`config.mk`:
```
export PLATFORM = sky130hd
export DESIGN_NAME = led_bank_ctrl_flat
export DESIGN_NICKNAME = d
export VERILOG_FILES = /design/src/rtl/led_bank_ctrl_if.sv /design/src/rtl/led_bank_ctrl.sv /design/src/flat_wrapper.sv
export SDC_FILE = /design/constraint.sdc
export NUM_CORES = 1
export LEC_CHECK = 0
export BUFFER_PORTS_ARGS = -buffer_cell sky130_fd_sc_hd__buf_2
export CORE_MARGIN = 1
export CORE_UTILIZATION = 40
export DETAILED_ROUTE_END_ITERATION = 12
export SYNTH_ARGS = -nofsm -noshare
export SYNTH_HDL_FRONTEND = slang
export SYNTH_SLANG_ARGS = --single-unit
```
`constraint.sdc`:
```
create_clock -name clock -period 2.76 [get_ports clock]
set_clock_uncertainty 0.05 [all_clocks]
set_input_delay 0.414 -clock clock [delete_from_list [all_inputs] [get_ports clock]]
set_output_delay 0.414 -clock clock [all_outputs]
set_load 0.05 [all_outputs]
```
`src/rtl/led_bank_ctrl_if.sv`:
```
`default_nettype none
// ============================================================================
// Module      : led_bank_ctrl_if
// Description : CPU IO-space bus bundle for the LED bank controller.
//               master = IO decoder / CPU side, slave = led_bank_ctrl.
// Ports       : LEDCtrl     decoder select for the LED block
//               ioWrite     write strobe (qualified by LEDCtrl)
//               ioRead      read strobe  (qualified by LEDCtrl)
//               write_data  16-bit write data
//               ledAddr     register select, ADDR_W bits
//               read_data   16-bit combinational read-back
//               leds        8*NUM_BYTES registered LED drive
// Revision    : 1.0 - initial release
// ============================================================================
interface led_bank_ctrl_if #(
  parameter int NUM_BYTES = 3,
  parameter int ADDR_W    = 3
);
  logic                   LEDCtrl;
  logic                   ioWrite;
  logic                   ioRead;
  logic [15:0]            write_data;
  logic [ADDR_W-1:0]      ledAddr;
  logic [15:0]            read_data;
  logic [8*NUM_BYTES-1:0] leds;

  modport master (
    output LEDCtrl, ioWrite, ioRead, write_data, ledAddr,
    input  read_data, leds
  );

  modport slave (
    input  LEDCtrl, ioWrite, ioRead, write_data, ledAddr,
    output read_data, leds
  );
endinterface
`default_nettype wire

```
`src/rtl/led_bank_ctrl.sv`:
```
`default_nettype none
// ============================================================================
// Module      : led_bank_ctrl
// Description : Memory-mapped LED output bank. NUM_BYTES byte lanes of LED
//               data plus MODE and PERIOD registers and a tick generator, so
//               the LEDs can be static, blink or rotate without CPU polling.
//               Map: 0..NUM_BYTES-1 DATA lanes, NUM_BYTES MODE,
//               NUM_BYTES+1 PERIOD, anything else reads 0 / ignores writes.
// Ports       : clock  system clock, all state on rising edge
//               reset  synchronous, active-high
//               bus    led_bank_ctrl_if slave (select, strobes, address,
//                      write data, read-back data, LED drive)
// Revision    : 1.0 - initial release
// ============================================================================
module led_bank_ctrl #(
  parameter int          NUM_BYTES      = 3,
  parameter int          ADDR_W         = 3,
  parameter logic [15:0] DEFAULT_PERIOD = 16'd9
) (
  input  logic         clock,
  input  logic         reset,
  led_bank_ctrl_if.slave bus
);

  localparam int                W           = 8 * NUM_BYTES;
  localparam logic [ADDR_W-1:0] MODE_ADDR   = ADDR_W'(NUM_BYTES);
  localparam logic [ADDR_W-1:0] PERIOD_ADDR = ADDR_W'(NUM_BYTES + 1);
  localparam logic [1:0]        MODE_BLINK   = 2'b01;
  localparam logic [1:0]        MODE_MARQUEE = 2'b10;

  logic [W-1:0]  data;
  logic [W-1:0]  data_next;
  logic [1:0]    mode;
  logic [15:0]   period;
  logic [15:0]   cnt;
  logic          phase;
  logic [W-1:0]  leds_out;
  logic [W-1:0]  led_drive;

  logic          wr_en;
  logic          rd_en;
  logic          lane_addr;
  logic          data_hit;
  logic          mode_hit;
  logic          period_hit;
  logic          cfg_wr;
  logic          tick;
  logic [7:0]    lane_rd;
  logic [15:0]   read_mux;

  assign wr_en      = bus.LEDCtrl & bus.ioWrite;
  assign rd_en      = bus.LEDCtrl & bus.ioRead;
  // MODE_ADDR equals NUM_BYTES, so "below MODE_ADDR" is exactly the lane range.
  assign lane_addr  = (bus.ledAddr < MODE_ADDR);
  assign data_hit   = wr_en & lane_addr;
  assign mode_hit   = wr_en & (bus.ledAddr == MODE_ADDR);
  assign period_hit = wr_en & (bus.ledAddr == PERIOD_ADDR);
  assign cfg_wr     = mode_hit | period_hit;

  // A config write restarts the timebase, so it also swallows any tick that
  // would otherwise fire on the same edge.
  assign tick = (cnt == period) & ~cfg_wr;

  // Lane write has priority over rotation; a tick coinciding with a lane
  // write is consumed without rotating any lane.
  always_comb begin
    data_next = data;
    if (data_hit) begin
      for (int k = 0; k < NUM_BYTES; k++) begin
        if (bus.ledAddr == ADDR_W'(k)) begin
          data_next[8*k +: 8] = bus.write_data[7:0];
        end
      end
    end else if (tick && (mode == MODE_MARQUEE)) begin
      data_next = {data[W-2:0], data[W-1]};
    end
  end

  // Blink blanks the LEDs in the off phase; every other mode (including
  // the reserved 11 encoding) shows the data register directly.
  always_comb begin
    led_drive = data;
    if ((mode == MODE_BLINK) && !phase) begin
      led_drive = '0;
    end
  end

  always_ff @(posedge clock) begin
    if (reset) begin
      data     <= '0;
      mode     <= 2'b00;
      period   <= DEFAULT_PERIOD;
      cnt      <= 16'd0;
      phase    <= 1'b1;
      leds_out <= '0;
    end else begin
      data <= data_next;
      if (mode_hit) begin
        mode <= bus.write_data[1:0];
      end
      if (period_hit) begin
        period <= bus.write_data;
      end
      if (cfg_wr || tick) begin
        cnt <= 16'd0;
      end else begin
        cnt <= cnt + 16'd1;
      end
      if (cfg_wr) begin
        phase <= 1'b1;
      end else if (tick && (mode == MODE_BLINK)) begin
        phase <= ~phase;
      end
      leds_out <= led_drive;
    end
  end

  always_comb begin
    lane_rd = 8'h00;
    for (int k = 0; k < NUM_BYTES; k++) begin
      if (bus.ledAddr == ADDR_W'(k)) begin
        lane_rd = data[8*k +: 8];
      end
    end
  end

  // Read-back reflects the registers as they are before the current edge,
  // so a simultaneous write shows the old value.
  always_comb begin
    read_mux = 16'h0000;
    if (rd_en) begin
      if (lane_addr) begin
        read_mux = {8'h00, lane_rd};
      end else if (bus.ledAddr == MODE_ADDR) begin
        read_mux = {14'b0, mode};
      end else if (bus.ledAddr == PERIOD_ADDR) begin
        read_mux = period;
      end
    end
  end

  assign bus.read_data = read_mux;
  assign bus.leds      = leds_out;

endmodule
`default_nettype wire
```
`src/flat_wrapper.sv`:
```
// flat-port wrapper written by rule: the top's interface ports become plain ports
module led_bank_ctrl_flat 
#(
  parameter int          NUM_BYTES      = 3,
  parameter int          ADDR_W         = 3,
  parameter logic [15:0] DEFAULT_PERIOD = 16'd9
)
  (clock, reset, bus_LEDCtrl, bus_ioWrite, bus_ioRead, bus_write_data, bus_ledAddr, bus_read_data, bus_leds);
  led_bank_ctrl_if #(.NUM_BYTES(NUM_BYTES), .ADDR_W(ADDR_W)) bus_i ();
  input  logic clock;
  input  logic reset;
  input wire logic [$bits(bus_i.LEDCtrl)-1:0] bus_LEDCtrl;
  input wire logic [$bits(bus_i.ioWrite)-1:0] bus_ioWrite;
  input wire logic [$bits(bus_i.ioRead)-1:0] bus_ioRead;
  input wire logic [$bits(bus_i.write_data)-1:0] bus_write_data;
  input wire logic [$bits(bus_i.ledAddr)-1:0] bus_ledAddr;
  output wire logic [$bits(bus_i.read_data)-1:0] bus_read_data;
  output wire logic [$bits(bus_i.leds)-1:0] bus_leds;
  assign bus_i.LEDCtrl = bus_LEDCtrl;
  assign bus_i.ioWrite = bus_ioWrite;
  assign bus_i.ioRead = bus_ioRead;
  assign bus_i.write_data = bus_write_data;
  assign bus_i.ledAddr = bus_ledAddr;
  assign bus_read_data = bus_i.read_data;
  assign bus_leds = bus_i.leds;
  led_bank_ctrl #(.NUM_BYTES(NUM_BYTES), .ADDR_W(ADDR_W), .DEFAULT_PERIOD(DEFAULT_PERIOD)) u_core (.clock(clock), .reset(reset), .bus(bus_i));
endmodule
```
==> results by group, run 1 <==
Setup path
  – WP data arrival: 1.96 ns
  – Top Family by Delay on Critical Path: buffers and inverters
  – Critical Path Max Stage Delay: 0.44 ns
  – Data required, critical path: 2.30 ns
  – Worst Setup SP: bus_ledAddr[1]
  – Critical Path Source Type: input port
  – Crit path cell chain: buf_2 > inv_1 > nor2_1 > a22oi_1 > nor2_1 > a2111oi_1 > buf_2
  – CP endpoint kind: primary output
  – Crit Path Max Fanout: 13
  – Critical path buffer and inverter count: 3
  – Critical path class: input port to primary output
  – FF-to-FF Start: u_core.cnt[0]$_SDFF_PP0_
  – CP max stage cell: a2111oi_1

Clocking
  – Post_cts resized: 0
  – H-tree depth: 3
  – Clock Path Buffers: 2
  – Clk sink count: between 80 and 90
  – Hold buffer count at CTS: 0
  – Worst-path clk slew: 0.09 ns
  – Worst-Skew Late Latency: 0.36 ns
  – CTS tree: built
  – Clk root buf: clkbuf_8
  – Clock buffers created by TritonCTS: 9
  – Post-CTS setup buffer count: 0

STA
  – Slew Viols, Final: 0
  – Setup_tns: 0 ns
  – Final min period: 2.42 ns
  – Final worst-path cycle share: ~90%
  – Unrepaired setup endpoints after global routing: false
  – Smallest hold slack: between 0.2 and 0.25 ns
  – Slew headroom: 56.5%
  – Max Clk Rate: 413 MHz
  – Worst-margin pin slew: between 0.6 and 0.7 ns
  – Endpoints failing hold: 0
  – Final setup viols: 0

Pwr
  – Net Sw Frac: about 27%
  – Peak supply drop: between 0.00015 and 0.0002 V
  – Total Power: between 2 and 2.5 mW
  – Sw Pwr: 0.579 mW
  – Clock Power Share: a little over a third
  – Sequential share of power: between 50% and 60%
  – Leakage: between 1.5 and 2 nW
  – PwrDens: 510 mW/mm²
  – Combinational share of power: just over 7%
  – Internal power: 1.58 mW

Yosys
  – Synth unique cells: 44
  – YS warnings: 0
  – Syn avg cell area: 8.77 µm²
  – #FFs+latches synth: 83
  – Top cells by area, synth: dfxtp_1, a21oi_1, xor2_1, nand2_1, nor2_1
  – Mapped Area: 0.00369 mm²
  – EDFF count, synth: 0
  – Async SR Flop Fraction: 0%
  – Cells after synthesis: 421
  – Synthesized Nets: 446
  – Ys flop type: dfxtp_1
  – Synth area leader: dfxtp_1
  – Most frequent cell after synthesis: dfxtp_1
  – Seq/Total Area, Yosys: between 40 and 50%
  – Share of Yosys cell area claimed by the top area cell type: 45.0%
  – Synth cell count leaders: dfxtp_1, nand2_1, a21oi_1, nor2_1, xor2_1

Cells and area
  – Layout Cells excl Fill: 589
  – Inserted Diodes: 0
  – Synth-to-layout area growth: 14.7%
  – Layout cells sized above 1: roughly a fifth
  – Nets: 502

Global routing
  – Total Routing Usage GR: roughly 20%
  – Global-route wire length before repair: 15300 µm
  – Antenna violations before repair: 0
  – Vias in the first global route: 2920
  – Grt total ovfl: 0
  – Pin count of the biggest net entering global routing: 33

Worst hold path
  – Worst min path class: input port to register
  – Hold Startpoint: bus_write_data[12]

Route
  – DRT iter0 DRCs: between 200 and 250
  – Post-DRT Antenna Nets: 0
  – TritonRoute pass-1 iters: 9
  – Final wirelength: 9350 µm
  – Vias per inst: roughly 5.4
  – Vias: 3177
  – # DRC: 6
  – Drt wl/cell: 15.9 µm

Die
  – Core Region: 0.00885 mm²
  – # IOs: 64
  – Initial core utilization: 41.7%
  – Site row count: 34
  – Die area: roughly 0.0096 mm²
  – Die Wd: 98.1 µm
  – Die height: 98.1 µm

Place
  – # port buffers: 63
  – Dpl cells: 574
  – Placer congestion estimate: 0.863
  – HPWL Detailed: 6830 µm

Run status
  – Status: finished with violations
  – Failing checks: design-rule violations

Job
  – Max_cap viols: 0
[final cells by class]
| type | count | area [µm²] |
|---|---|---|
| clock buffer | 10 | 128 |
| clock inverter | 5 | 38.8 |
| fill | 892 | 4610 |
| inverter | 22 | 82.6 |
| multi-input combinational | 293 | 1840 |
| sequential | 83 | 1660 |
| tap | 108 | 135 |
| timing repair buffer | 68 | 353 |
[routing by layer]
metal,vias up,GRT usage [%],wire (µm)
li1,1590,-,-
met1,1457,31.0,4780
met2,120,28.6,3840
met3,10,4.01,628
met4,0,5.94,99
met5,-,0,0
[power by group through the flow]
stage / Combinational, mW / Clock (mW) / Sequential, mW
floorplan: 0.111 / 0 / 1.24
global route: 0.171 / 0.865 / 1.22
global placement: 0.155 / 0 / 1.25
detailed placement: 0.155 / 0 / 1.25
CTS: 0.156 / 0.803 / 1.22
finish: 0.157 / 0.789 / 1.22
[path summary, 6_finish.rpt]
kind	slack, ns	cells past startpoint	endpoint
worst min register to register	0.43	2	u_core.bus.leds[2]$_SDFF_PP0_
worst min-delay path	0.23	3	u_core.period[12]$_SDFFE_PP0P_
worst max-delay path	0.34	7	bus_read_data[1]
worst max register to register	0.77	5	u_core.data[0]$_SDFFE_PP0P_
[through the flow]
stage | setup WS [ns] | area (µm²) | utilization (%)
finish | 0.336 | 4240 | 47.9
global route | 0.213 | 4240 | 47.9
CTS | 0.325 | 4240 | 47.9
detailed placement | 0.326 | 4070 | 46.0
global placement | 0.331 | 4070 | 46.0
floorplan | -0.597 | 3700 | -
[placed cells by master, fill, tap and decap left out, types with 2 or more instances in the layout]
master | netlist | routed
mux2i_1 | 8 | 8
nor4_4 | 2 | 2
nor4_2 | 2 | 2
nor4_1 | 2 | 2
and3_1 | 12 | 12
xor2_1 | 23 | 23
clkinv_4 | 0 | 2
nand2_1 | 43 | 43
nor3_1 | 20 | 20
a2111oi_1 | 0 | 2
a211o_1 | 2 | 2
dfxtp_1 | 83 | 83
buf_2 | 5 | 63
xnor2_1 | 6 | 6
inv_1 | 22 | 22
and2_1 | 16 | 16
o32ai_1 | 16 | 16
nor2_1 | 38 | 38
buf_4 | 1 | 5
nand3_1 | 10 | 10
a21oi_2 | 2 | 2
clkbuf_8 | 0 | 9
a22o_1 | 8 | 8
o21ai_0 | 7 | 7
a22oi_1 | 8 | 8
nand4_1 | 3 | 3
o22ai_1 | 6 | 6
a21oi_1 | 42 | 42
[cells by family (layout without fill, tap and decap cells)]
| logic type | count (synthesis) | count (layout) | share of synthesized area [%] |
|---|---|---|---|
| multiplexers | 8 | 8 | 2.17 |
| adder cells (fa/ha/maj) | 1 | 1 | 0.339 |
| AND/OR/NAND/NOR | 156 | 156 | 22.0 |
| XOR/XNOR | 30 | 30 | 7.32 |
| AO/OA/AOI/OAI | 98 | 98 | 18.0 |
| buffers and inverters | 45 | 105 | 5.28 |
| flip-flops | 83 | 83 | 45.0 |
[registers in the layout (all words and copies together) (netlist names)]
signal	cells
u_core.period	16
u_core.cnt	16
u_core.phase	1
u_core.bus.leds	24
u_core.mode	2
u_core.data	24
[tightest hold or removal path: cells and delay by family]
| family | cells | cell delay [ns] |
|---|---|---|
| AND/OR/NAND/NOR | 1 | 0.04 |
| buffers and inverters | 1 | 0.09 |
| AO/OA/AOI/OAI | 1 | 0.05 |
(Power assumes the default switching activity.)
==> run 2: changes to the inputs <==
--- a/config.mk
+++ b/config.mk
@@ -5,9 +5,11 @@
 export SDC_FILE = /design/constraint.sdc
 export NUM_CORES = 1
 export LEC_CHECK = 0
+export ABC_AREA = 1
 export BUFFER_PORTS_ARGS = -buffer_cell sky130_fd_sc_hd__buf_2
 export CORE_MARGIN = 1
-export CORE_UTILIZATION = 40
+export CORE_UTILIZATION = 44
+export CTS_CLUSTER_SIZE = 12
 export DETAILED_ROUTE_END_ITERATION = 12
 export SYNTH_ARGS = -nofsm -noshare
 export SYNTH_HDL_FRONTEND = slang
==> results by group, run 2 <==
Cells and area
  – Synth-to-layout area growth: 15.2%
  – Inserted Diodes: 0 (unchanged)
  – Layout cells sized above 1: 19.8% (-0.15 points)
  – Most common cell after layout, fill and taps aside: nand2_1
  – Layout Cells excl Fill: 729 (+24%)
  – Post-route cell area: 0.00451 mm² (+6.3%)
  – Nets: 641 (+28%)
  – Highest-count cells in the layout ignoring fill and taps: nand2_1, dfxtp_1, nor2_1

Pwr
  – Net Sw Frac: 26.4% (-0.36 points)
  – Sequential share of power: 52.3% (-4.0 points)
  – Leakage: 2.05 nW (+18%)
  – Internal power: 1.73 mW (+9.4%)
  – Clock Power Share: 38.9% (+2.4 points)
  – PwrDens: 523 mW/mm² (+2.4%)
  – Combinational share of power: 8.8% (+1.6 points)
  – Peak supply drop: 0.000279 V (+54%)
  – Sw Pwr: 0.622 mW (+7.4%)

Global routing
  – Grt total ovfl: 0 (unchanged)
  – Global-route wire length before repair: 16000 µm (+4.8%)
  – Vias in the first global route: 3321 (+14%)
  – Antenna violations before repair: 0 (unchanged)
  – Total Routing Usage GR: 22.5% (+2.2 points)
  – Pin count of the biggest net entering global routing: 49 (+48%)

Clocking
  – Post_cts resized: 0 (unchanged)
  – Worst-Skew Late Latency: 0.35 ns (about the same)
  – Clk root buf: clkbuf_8
  – Clock buffers created by TritonCTS: 9 (unchanged)
  – H-tree depth: 3 (unchanged)
  – Worst-path clk slew: 0.08 ns (about the same)
  – Hold buffer count at CTS: 0 (unchanged)
  – CTS tree: built
  – Clock Path Buffers: 2 (unchanged)
  – Post-CTS setup buffer count: 0 (unchanged)
  – Clk sink count: 83 (unchanged)

Yosys
  – Most frequent cell after synthesis: nand2_1
  – Synth unique cells: 29 (-34%)
  – Synth area leader: dfxtp_1
  – Ys flop type: dfxtp_1
  – YS warnings: 0 (unchanged)
  – #FFs+latches synth: 83 (unchanged)
  – Seq/Total Area, Yosys: 42.5% (-2.5 points)
  – Synthesized Nets: 585 (+31%)
  – Top cells by area, synth: dfxtp_1, nand2_1, nor2_1, o21ai_0, inv_1
  – Synth cell count leaders: nand2_1, dfxtp_1, nor2_1, inv_1, o21ai_0
  – Mapped Area: 0.00391 mm² (+5.9%)
  – Cells after synthesis: 560 (+33%)
  – Share of Yosys cell area claimed by the top area cell type: 42.5% (-2.5 points)
  – Syn avg cell area: 6.99 µm² (-20%)
  – EDFF count, synth: 0 (unchanged)
  – Async SR Flop Fraction: 0% (unchanged)

STA
  – Final worst slack: 0.246 ns (-0.0899 ns)
  – Final setup viols: 0 (unchanged)
  – Final worst-path cycle share: 91.1% (+3.3 points)
  – Endpoints failing hold: 0 (unchanged)
  – Unrepaired setup endpoints after global routing: false
  – Worst-margin pin slew: 0.762 ns (+0.116 ns)
  – Slew Viols, Final: 0 (unchanged)
  – Max Clk Rate: 398 MHz (-3.6%)
  – Setup_tns: 0 ns (unchanged)
  – Final min period: 2.51 ns (+0.0899 ns)
  – Slew headroom: 49.1% (-7.4 points)

Setup path
  – CP max stage cell: buf_2
  – Crit path cell chain: buf_2 > nor2_1 > inv_1 > nor2_2 > inv_1 > o221ai_1 > o21ai_0 > a21oi_1 > buf_2
  – Critical Path Max Stage Delay: 0.32 ns (-0.12 ns)
  – Top Family by Delay on Critical Path: buffers and inverters
  – Data required, critical path: 2.30 ns (about the same)
  – Critical path buffer and inverter count: 4 (+1)
  – CP endpoint kind: primary output
  – Crit Path Max Fanout: 12 (-1)
  – Critical Path Source Type: input port
  – WP data arrival: 2.05 ns (+0.09 ns)
  – Critical path class: input port to primary output

Route
  – Met3 routed WL: 372 µm (-41%)
  – DRT met1 WL: 4610 µm (-3.5%)
  – Vias: 3699 (+16%)
  – Drt wl/cell: 13.5 µm (-15%)
  – TritonRoute pass-1 iters: 5 (-4)
  – Post-DRT Antenna Nets: 0 (unchanged)
  – # DRC: 0 (-6)
  – Vias per inst: 5.07 (-5.9%)
  – DRT iter0 DRCs: 182 (-14%)
  – Top layer in use: met4
  – Routed length on met2: 4610 µm (+20%)
  – Final wirelength: 9820 µm (+5.0%)

Place
  – DP Area: 0.00430 mm² (+5.6%)
  – HPWL Detailed: 7260 µm (+6.2%)
  – Placer congestion estimate: 0.901 (+4.5%)
  – # port buffers: 63 (unchanged)
  – Dpl cells: 713 (+24%)
  – Pre-CTS setup slack: 0.287 ns (-0.0390 ns)

Run status
  – Status: finished clean

Die
  – Die Wd: 96.3 µm (-1.8%)
  – Site row count: 34 (unchanged)
  – Die area: 0.00927 mm² (-3.6%)
  – Initial core utilization: 45.1% (+3.3 points)
  – Die height: 96.3 µm (-1.8%)
  – # IOs: 64 (unchanged)
  – Core Region: 0.00868 mm² (-1.9%)

Job
  – Max_cap viols: 0 (unchanged)

Worst hold path
  – Worst min path class: input port to register
run 2: cell types whose count changed after synthesis, sizes merged, moves of 8 or more:
| cell | delta |
|---|---|
| and3 | -12 |
| a22o | -8 |
| o21ai | +45 |
| o32ai | -16 |
| xor2 | -16 |
| nor2 | +47 |
| a21oi | +9 |
| and2 | -16 |
| nand2 | +65 |
| a22oi | -8 |
| mux2i | -8 |
| nand3 | +24 |
| inv | +49 |
run 2: per-stage QoR:
stage	util, %	power [mW]	hold WS [ns]
finish	51.9	2.35	0.264
global route	51.9	2.45	0.280
CTS	51.9	2.38	0.264
detailed placement	49.5	1.47	0.393
global placement	49.5	1.46	0.386
floorplan	-	1.40	0.370
run 2: worst min-delay path, stage by stage:
cell and delay [ns]:
buf_2 0.10, nand2_1 0.05, nand3_1 0.06
run 2: logic make-up after synthesis:
family,count (synthesis),share of synthesized area (%)
compound gates,118,17.8
buf+inv,96,10.0
fa+ha+maj,1,0.320
flops,83,42.5
simple gates,254,27.5
xor+xnor,8,1.79
run 2: routing by layer:
layer  vias up  GRT usage (%)
met5         -              0
met4         0           7.84
met3        18           3.71
met2        73           37.3
met1      1695           29.6
li1       1913              -
run 2: final timing paths:
check / cells past startpoint / slack, ns / to / startpoint
setup reg to reg: 8 / 0.81 / u_core.cnt[12]$_SDFF_PP0_ / u_core.cnt[0]$_SDFF_PP0_
hold / removal: 3 / 0.26 / u_core.period[3]$_SDFFE_PP1P_ / bus_write_data[3]
hold reg to reg: 2 / 0.40 / u_core.phase$_SDFFE_PP1P_ / u_core.phase$_SDFFE_PP1P_
setup / recovery: 9 / 0.25 / bus_read_data[3] / bus_ledAddr[2]
run 2: power by group through the flow:
| stage | sequential [mW] | combinational (mW) | clock, mW |
|---|---|---|---|
| after floorplan | 1.27 | 0.132 | 0 |
| after global placement | 1.26 | 0.204 | 0 |
| after detailed placement | 1.26 | 0.207 | 0 |
| after CTS | 1.23 | 0.208 | 0.938 |
| after global routing | 1.23 | 0.231 | 0.985 |
| final | 1.23 | 0.207 | 0.917 |
run 2: cell type report:
cell class              instances  area (µm²)
clock buffers                  10         138
clock inverters                 6        70.1
fillers                       917        4170
inverters                      72         270
multi-input cells             381        1860
flip-flops and latches         83        1660
well taps                     108         135
repair buffers                 69         373
